[src/rtl/muldiv_unit.sv]
// rtl/muldiv_unit.sv - iterative RV32M multiply/divide execution unit
//
// Purpose: executes MUL/MULH/MULHSU/MULHU in one cycle and DIV/DIVU/REM/REMU
// with a 32-iteration restoring divider, using a start/busy/done handshake.
//
// Ports:
//   clk       clock, all state updates on the rising edge
//   rst       synchronous active-high reset
//   start_i   launch an operation (sampled only in IDLE)
//   op_i      funct3 operation select
//   rs1_i     operand A (multiplicand / dividend)
//   rs2_i     operand B (multiplier / divisor)
//   flush_i   abort the current operation, no completion pulse
//   busy_o    high while the divider iterates or fixes up signs
//   done_o    one-cycle completion pulse, result_o valid with it
//   result_o  registered result, held until the next completion
module muldiv_unit #(
  parameter int XLEN = 32
) (
  input  logic            clk,
  input  logic            rst,
  input  logic            start_i,
  input  logic [2:0]      op_i,
  input  logic [XLEN-1:0] rs1_i,
  input  logic [XLEN-1:0] rs2_i,
  input  logic            flush_i,
  output logic            busy_o,
  output logic            done_o,
  output logic [XLEN-1:0] result_o
);

  localparam logic [1:0] S_IDLE = 2'd0;
  localparam logic [1:0] S_CALC = 2'd1;
  localparam logic [1:0] S_FIX  = 2'd2;
  localparam logic [1:0] S_DONE = 2'd3;

  logic [1:0]      state_q, state_d;
  logic [XLEN-1:0] q_q, q_d;          // dividend shifting out, quotient shifting in
  logic [XLEN:0]   rem_q, rem_d;      // partial remainder
  logic [XLEN-1:0] dvs_q, dvs_d;      // divisor magnitude
  logic [4:0]      cnt_q, cnt_d;
  logic            qneg_q, qneg_d;
  logic            rneg_q, rneg_d;
  logic            rem_sel_q, rem_sel_d;
  logic [XLEN-1:0] result_q, result_d;
  logic            done_q, done_d;
  logic            busy_q, busy_d;

  // Multiply: each operand becomes a 33-bit value whose top bit is the sign
  // (signed ops) or 0 (unsigned ops), then is sign-extended to 64 bits so a
  // plain 64-bit product equals the signed 33x33 product modulo 2^64.
  logic        a_sx, b_sx;
  logic [32:0] a_ext, b_ext;
  logic [63:0] a64, b64, prod;
  logic [31:0] mul_res;

  assign a_sx  = (op_i[1:0] != 2'b11);   // MUL, MULH, MULHSU sign-extend rs1
  assign b_sx  = ~op_i[1];               // MUL, MULH sign-extend rs2
  assign a_ext = {a_sx & rs1_i[31], rs1_i};
  assign b_ext = {b_sx & rs2_i[31], rs2_i};
  assign a64   = {{31{a_ext[32]}}, a_ext};
  assign b64   = {{31{b_ext[32]}}, b_ext};
  assign prod  = a64 * b64;
  assign mul_res = (op_i[1:0] == 2'b00) ? prod[31:0] : prod[63:32];

  // Divide setup: op_i[0]=1 selects unsigned, op_i[1]=1 selects remainder.
  logic        div_signed, div_zero, div_ovf;
  logic [31:0] a_mag, b_mag;

  assign div_signed = ~op_i[0];
  assign div_zero   = (rs2_i == '0);
  assign div_ovf    = div_signed && (rs1_i == 32'h8000_0000) && (rs2_i == 32'hFFFF_FFFF);
  assign a_mag      = (div_signed && rs1_i[31]) ? (~rs1_i + 32'd1) : rs1_i;
  assign b_mag      = (div_signed && rs2_i[31]) ? (~rs2_i + 32'd1) : rs2_i;

  // Trial subtraction on the shifted remainder; bit 33 set means it went
  // negative, i.e. the shifted remainder was smaller than the divisor.
  logic [33:0] trial;
  logic        ge;

  assign trial = {rem_q, q_q[31]} - {2'b00, dvs_q};
  assign ge    = ~trial[33];

  logic [31:0] quot_fix, rem_fix;

  assign quot_fix = qneg_q ? (~q_q + 32'd1) : q_q;
  assign rem_fix  = rneg_q ? (~rem_q[31:0] + 32'd1) : rem_q[31:0];

  always_comb begin
    state_d   = state_q;
    q_d       = q_q;
    rem_d     = rem_q;
    dvs_d     = dvs_q;
    cnt_d     = cnt_q;
    qneg_d    = qneg_q;
    rneg_d    = rneg_q;
    rem_sel_d = rem_sel_q;
    result_d  = result_q;

    case (state_q)
      S_IDLE: begin
        if (start_i) begin
          if (!op_i[2]) begin
            result_d = mul_res;
            state_d  = S_DONE;
          end else if (div_zero) begin
            result_d = op_i[1] ? rs1_i : 32'hFFFF_FFFF;
            state_d  = S_DONE;
          end else if (div_ovf) begin
            result_d = op_i[1] ? 32'd0 : 32'h8000_0000;
            state_d  = S_DONE;
          end else begin
            q_d       = a_mag;
            dvs_d     = b_mag;
            rem_d     = '0;
            cnt_d     = '0;
            qneg_d    = div_signed && (rs1_i[31] ^ rs2_i[31]);
            rneg_d    = div_signed && rs1_i[31];
            rem_sel_d = op_i[1];
            state_d   = S_CALC;
          end
        end
      end
      S_CALC: begin
        rem_d = ge ? trial[32:0] : {rem_q[31:0], q_q[31]};
        q_d   = {q_q[30:0], ge};
        cnt_d = cnt_q + 5'd1;
        if (cnt_q == 5'd31) state_d = S_FIX;
      end
      S_FIX: begin
        result_d = rem_sel_q ? rem_fix : quot_fix;
        state_d  = S_DONE;
      end
      S_DONE:  state_d = S_IDLE;
      default: state_d = S_IDLE;
    endcase

    // Squash beats everything, including a start in the same cycle.
    if (flush_i) begin
      state_d  = S_IDLE;
      result_d = result_q;
    end

    done_d = (state_d == S_DONE);
    busy_d = (state_d == S_CALC) || (state_d == S_FIX);
  end

  always_ff @(posedge clk) begin
    if (rst) begin
      state_q   <= S_IDLE;
      q_q       <= '0;
      rem_q     <= '0;
      dvs_q     <= '0;
      cnt_q     <= '0;
      qneg_q    <= 1'b0;
      rneg_q    <= 1'b0;
      rem_sel_q <= 1'b0;
      result_q  <= '0;
      done_q    <= 1'b0;
      busy_q    <= 1'b0;
    end else begin
      state_q   <= state_d;
      q_q       <= q_d;
      rem_q     <= rem_d;
      dvs_q     <= dvs_d;
      cnt_q     <= cnt_d;
      qneg_q    <= qneg_d;
      rneg_q    <= rneg_d;
      rem_sel_q <= rem_sel_d;
      result_q  <= result_d;
      done_q    <= done_d;
      busy_q    <= busy_d;
    end
  end

  assign busy_o   = busy_q;
  assign done_o   = done_q;
  assign result_o = result_q;

endmodule

[config.mk]
export PLATFORM = sky130hd
export DESIGN_NAME = muldiv_unit
export DESIGN_NICKNAME = d
export VERILOG_FILES = /design/src/rtl/muldiv_unit.sv
export SDC_FILE = /design/constraint.sdc
export NUM_CORES = 2
export LEC_CHECK = 0
export ABC_AREA = 1
export CAP_MARGIN = 20
export CORE_AREA = 5 5 391 393
export CTS_CLUSTER_SIZE = 25
export DETAILED_ROUTE_END_ITERATION = 7
export DIE_AREA = 0 0 396 398
export GPL_TIMING_DRIVEN = 0
export PLACE_DENSITY = 0.62
export SLEW_MARGIN = 20
export SYNTH_ARGS = -nofsm -noshare
export SYNTH_HDL_FRONTEND = slang
export SYNTH_SLANG_ARGS = --single-unit
[constraint.sdc]
create_clock -name clk -period 26.9 [get_ports clk]
set_clock_uncertainty 0.1 [all_clocks]
set_input_delay 5.38 -clock clk [delete_from_list [all_inputs] [get_ports clk]]
set_output_delay 5.38 -clock clk [all_outputs]
set_load 0.1 [all_outputs]
==> impl_metrics.env <==
export IMPL_antenna_found_initial=14
export IMPL_critical_path_class="primary input to register"
export IMPL_grt_pass1_wl_um=335800
export IMPL_vias_per_cell=5.279
export IMPL_end_kind="register"
export IMPL_rows=142
export IMPL_grt_overflow_total=0
export IMPL_setup_violations=0
export IMPL_fin_crit_ns=16.39
export IMPL_period_share_pct=60.92
export IMPL_hp_class="register to register"
export IMPL_start_kind="primary input"
export IMPL_syn_inst=7029
export IMPL_cts_resized=0
export IMPL_cts_hold_buf=0
export IMPL_die_w_um=396
export IMPL_crit_top_cell="nand2_1"
export IMPL_gp_congestion=1.023
export IMPL_cp_arrival_ns=16.65
export IMPL_synth_main_ff_cell="dfxtp_1"
export IMPL_post_cts_buffers=0
export IMPL_grt_pass1_vias=49104
export IMPL_numCtsBuffers=17
export IMPL_hold_viol=0
export IMPL_synth_edff_count=0
export IMPL_die_area_mm2=0.1576
export IMPL_clkLatencyLatePin_ns=0.44
export IMPL_wl_per_cell_um=25.51
export IMPL_worst_pin_slew_ns=1.279
export IMPL_cp_slowest_cell="clkbuf_1"
export IMPL_start_util_pct=34.65
export IMPL_cap_viol_max_count=0
export IMPL_drcViolationCount=0
export IMPL_synth_area_per_cell_um2=7.348
export IMPL_postRouteAntennaNets=0
export IMPL_slew_viol_final=0
export IMPL_yosysWarnings=0
export IMPL_seq_area_frac_synth_pct=5.465
export IMPL_layout_drive_gt1_share_pct=2.249
export IMPL_synth_seq_cells=141
export IMPL_numClockSinks=141
export IMPL_syn_nets=8479
export IMPL_syn_to_final_growth_pct=6.931
export IMPL_final_nets=8550
export IMPL_drtIter0Drc=5068
export IMPL_die_h_um=398
export IMPL_ys_async_sr_fraction_pct=0
export IMPL_path_clk_slew_ns=0.07
export IMPL_tritoncts="yes"
export IMPL_clock_fmax_ghz=0.06102
export IMPL_dp_cells=9024
export IMPL_clock_path_buffers=2
export IMPL_cp_required_ns=27.16
export IMPL_routed_wl_um=231100
export IMPL_grt_usage_pct=29.28
export IMPL_num_vias=47837
export IMPL_synth_distinct_cells=54
export IMPL_crit_path_max_fanout=11
export IMPL_h_tree_depth=4
export IMPL_rsz0062_at_grt="no"
export IMPL_synth_area_mm2=0.05165
export IMPL_dp_hpwl_um=195500
export IMPL_final_setup_tns_ns=0
export IMPL_core_area_mm2=0.1491
export IMPL_slowest_delay_ns=0.93
export IMPL_first_pass_iters=7
export IMPL_instances_no_fill=9061
export IMPL_outcome="finished, final reports clean"
export IMPL_relSlewSlack_pct=14.71
export IMPL_io_pins=105
export IMPL_grt_max_degree=25
export IMPL_cts_root_buf="clkbuf_16"
export IMPL_port_buffers=48
[critical path, delay by kind of cell]
| family | cells | cell delay, ns |
|---|---|---|
| fa+ha+maj | 9 | 5.15 |
| buf+inv | 10 | 3.56 |
| simple gates | 14 | 2.39 |
| compound gates | 1 | 0.15 |
[registers in the layout (all words and copies together) (netlist names), 2 cells and up]
| register | count |
|---|---|
| cnt_q | 5 |
| dvs_q | 32 |
| q_q | 32 |
| rem_q | 33 |
| result_o | 32 |
| state_q | 2 |
[synthesized netlist by cell type (32+ instances only)]
library cell / count / area (µm²)
a21oi_1: 334 / 1672
a31oi_1: 44 / 275.3
buf_1: 76 / 285.3
buf_2: 42 / 210.2
clkbuf_1: 227 / 852.1
dfxtp_1: 141 / 2823
fa_1: 1126 / 22540
ha_1: 253 / 3166
inv_1: 1772 / 6651
nand2_1: 1812 / 6802
nand3_1: 207 / 1036
nand4_1: 47 / 294.0
nor2_1: 385 / 1445
nor3_1: 44 / 220.2
o211ai_1: 35 / 262.8
o21ai_0: 227 / 1136
xnor2_1: 32 / 280.3
xor2_1: 52 / 455.4
[metrics by stage]
| step | hold WS, ns | area [µm²] | worst slack (ns) | utilization, % |
|---|---|---|---|---|
| 3_3_place_gp | 0.3520 | 54560 | 9.864 | 36.60 |
| 6_report | 0.3609 | 55230 | 10.51 | 37.05 |
| 2_1_floorplan | 0.3302 | 51650 | 13.99 | - |
| 3_5_place_dp | 0.3545 | 54630 | 10.21 | 36.65 |
| 4_1_cts | 0.3636 | 55200 | 10.63 | 37.03 |
| 5_1_grt | 0.3855 | 55220 | 10.04 | 37.05 |
[per-layer routing]
layer / GRT usage (%) / share of wire (%) / vias up
li1: - / - / 20681
met1: 37.50 / 39 / 24089
met2: 46.93 / 45 / 2472
met3: 5.111 / 8.8 / 593
met4: 16.62 / 7.4 / 2
met5: 0 / 0.0043 / -
[final cells by class]
| cell class | count | area (µm²) |
|---|---|---|
| Multi-Input combinational cell | 4738 | 40670 |
| Clock buffer | 17 | 425.4 |
| Fill cell | 15860 | 93840 |
| Inverter | 1799 | 6753 |
| Sequential cell | 141 | 2823 |
| Tap cell | 1944 | 2432 |
| Buffer | 351 | 1425 |
| Clock inverter | 15 | 150.1 |
| Timing Repair Buffer | 52 | 538.0 |
| Antenna cell | 4 | 10.01 |
[cell families (layout without fill, tap and decap cells)]
| family | count (synthesis) | after routing | synth area share, % |
|---|---|---|---|
| AOI/OAI and AO/OA | 716 | 716 | 7.573 |
| xor gates and xnor gates | 84 | 84 | 1.424 |
| adders and majority gates | 1379 | 1379 | 49.77 |
| buffers and inverters | 2150 | 2234 | 15.79 |
| DFF | 141 | 141 | 5.465 |
| other | 0 | 4 | 0 |
| and+or+nand+nor | 2559 | 2559 | 19.97 |
[path summary, 6_finish.rpt]
| kind | depth (start not counted) | slack, ns | start | endpoint |
|---|---|---|---|---|
| worst max-delay path | 34 | 10.51 | rs1_i[31] | result_o[31] |
| worst min-delay path | 2 | 0.36 | dvs_q[2] | dvs_q[2] |
| worst max register to register | 9 | 23.44 | state_q[1] | result_o[19] |
| worst min register to register | 2 | 0.36 | dvs_q[2] | dvs_q[2] |
[cell usage in the layout, fill, tap and decap left out, types with 8 or more instances in the layout]
cell type        count
a21o_1              11
a21oi_1            334
a31oi_1             44
buf_1               76
buf_2               42
clkbuf_1           210
clkbuf_16           17
clkbuf_2            17
clkdlybuf4s50_1     48
dfxtp_1            141
fa_1              1125
ha_1               253
inv_1             1772
inv_2               23
nand2_1           1812
nand3_1            207
nand3b_1            15
nand4_1             47
nor2_1             385
nor3_1              44
nor4_1              10
o211ai_1            35
o21a_1               8
o21ai_0            227
o21ai_1              9
o21bai_1            20
or2_2               10
xnor2_1             32
xor2_1              52
Power is not shown: default switching activity piles up to over one toggle a cycle in this logic, so the estimate is an artifact.
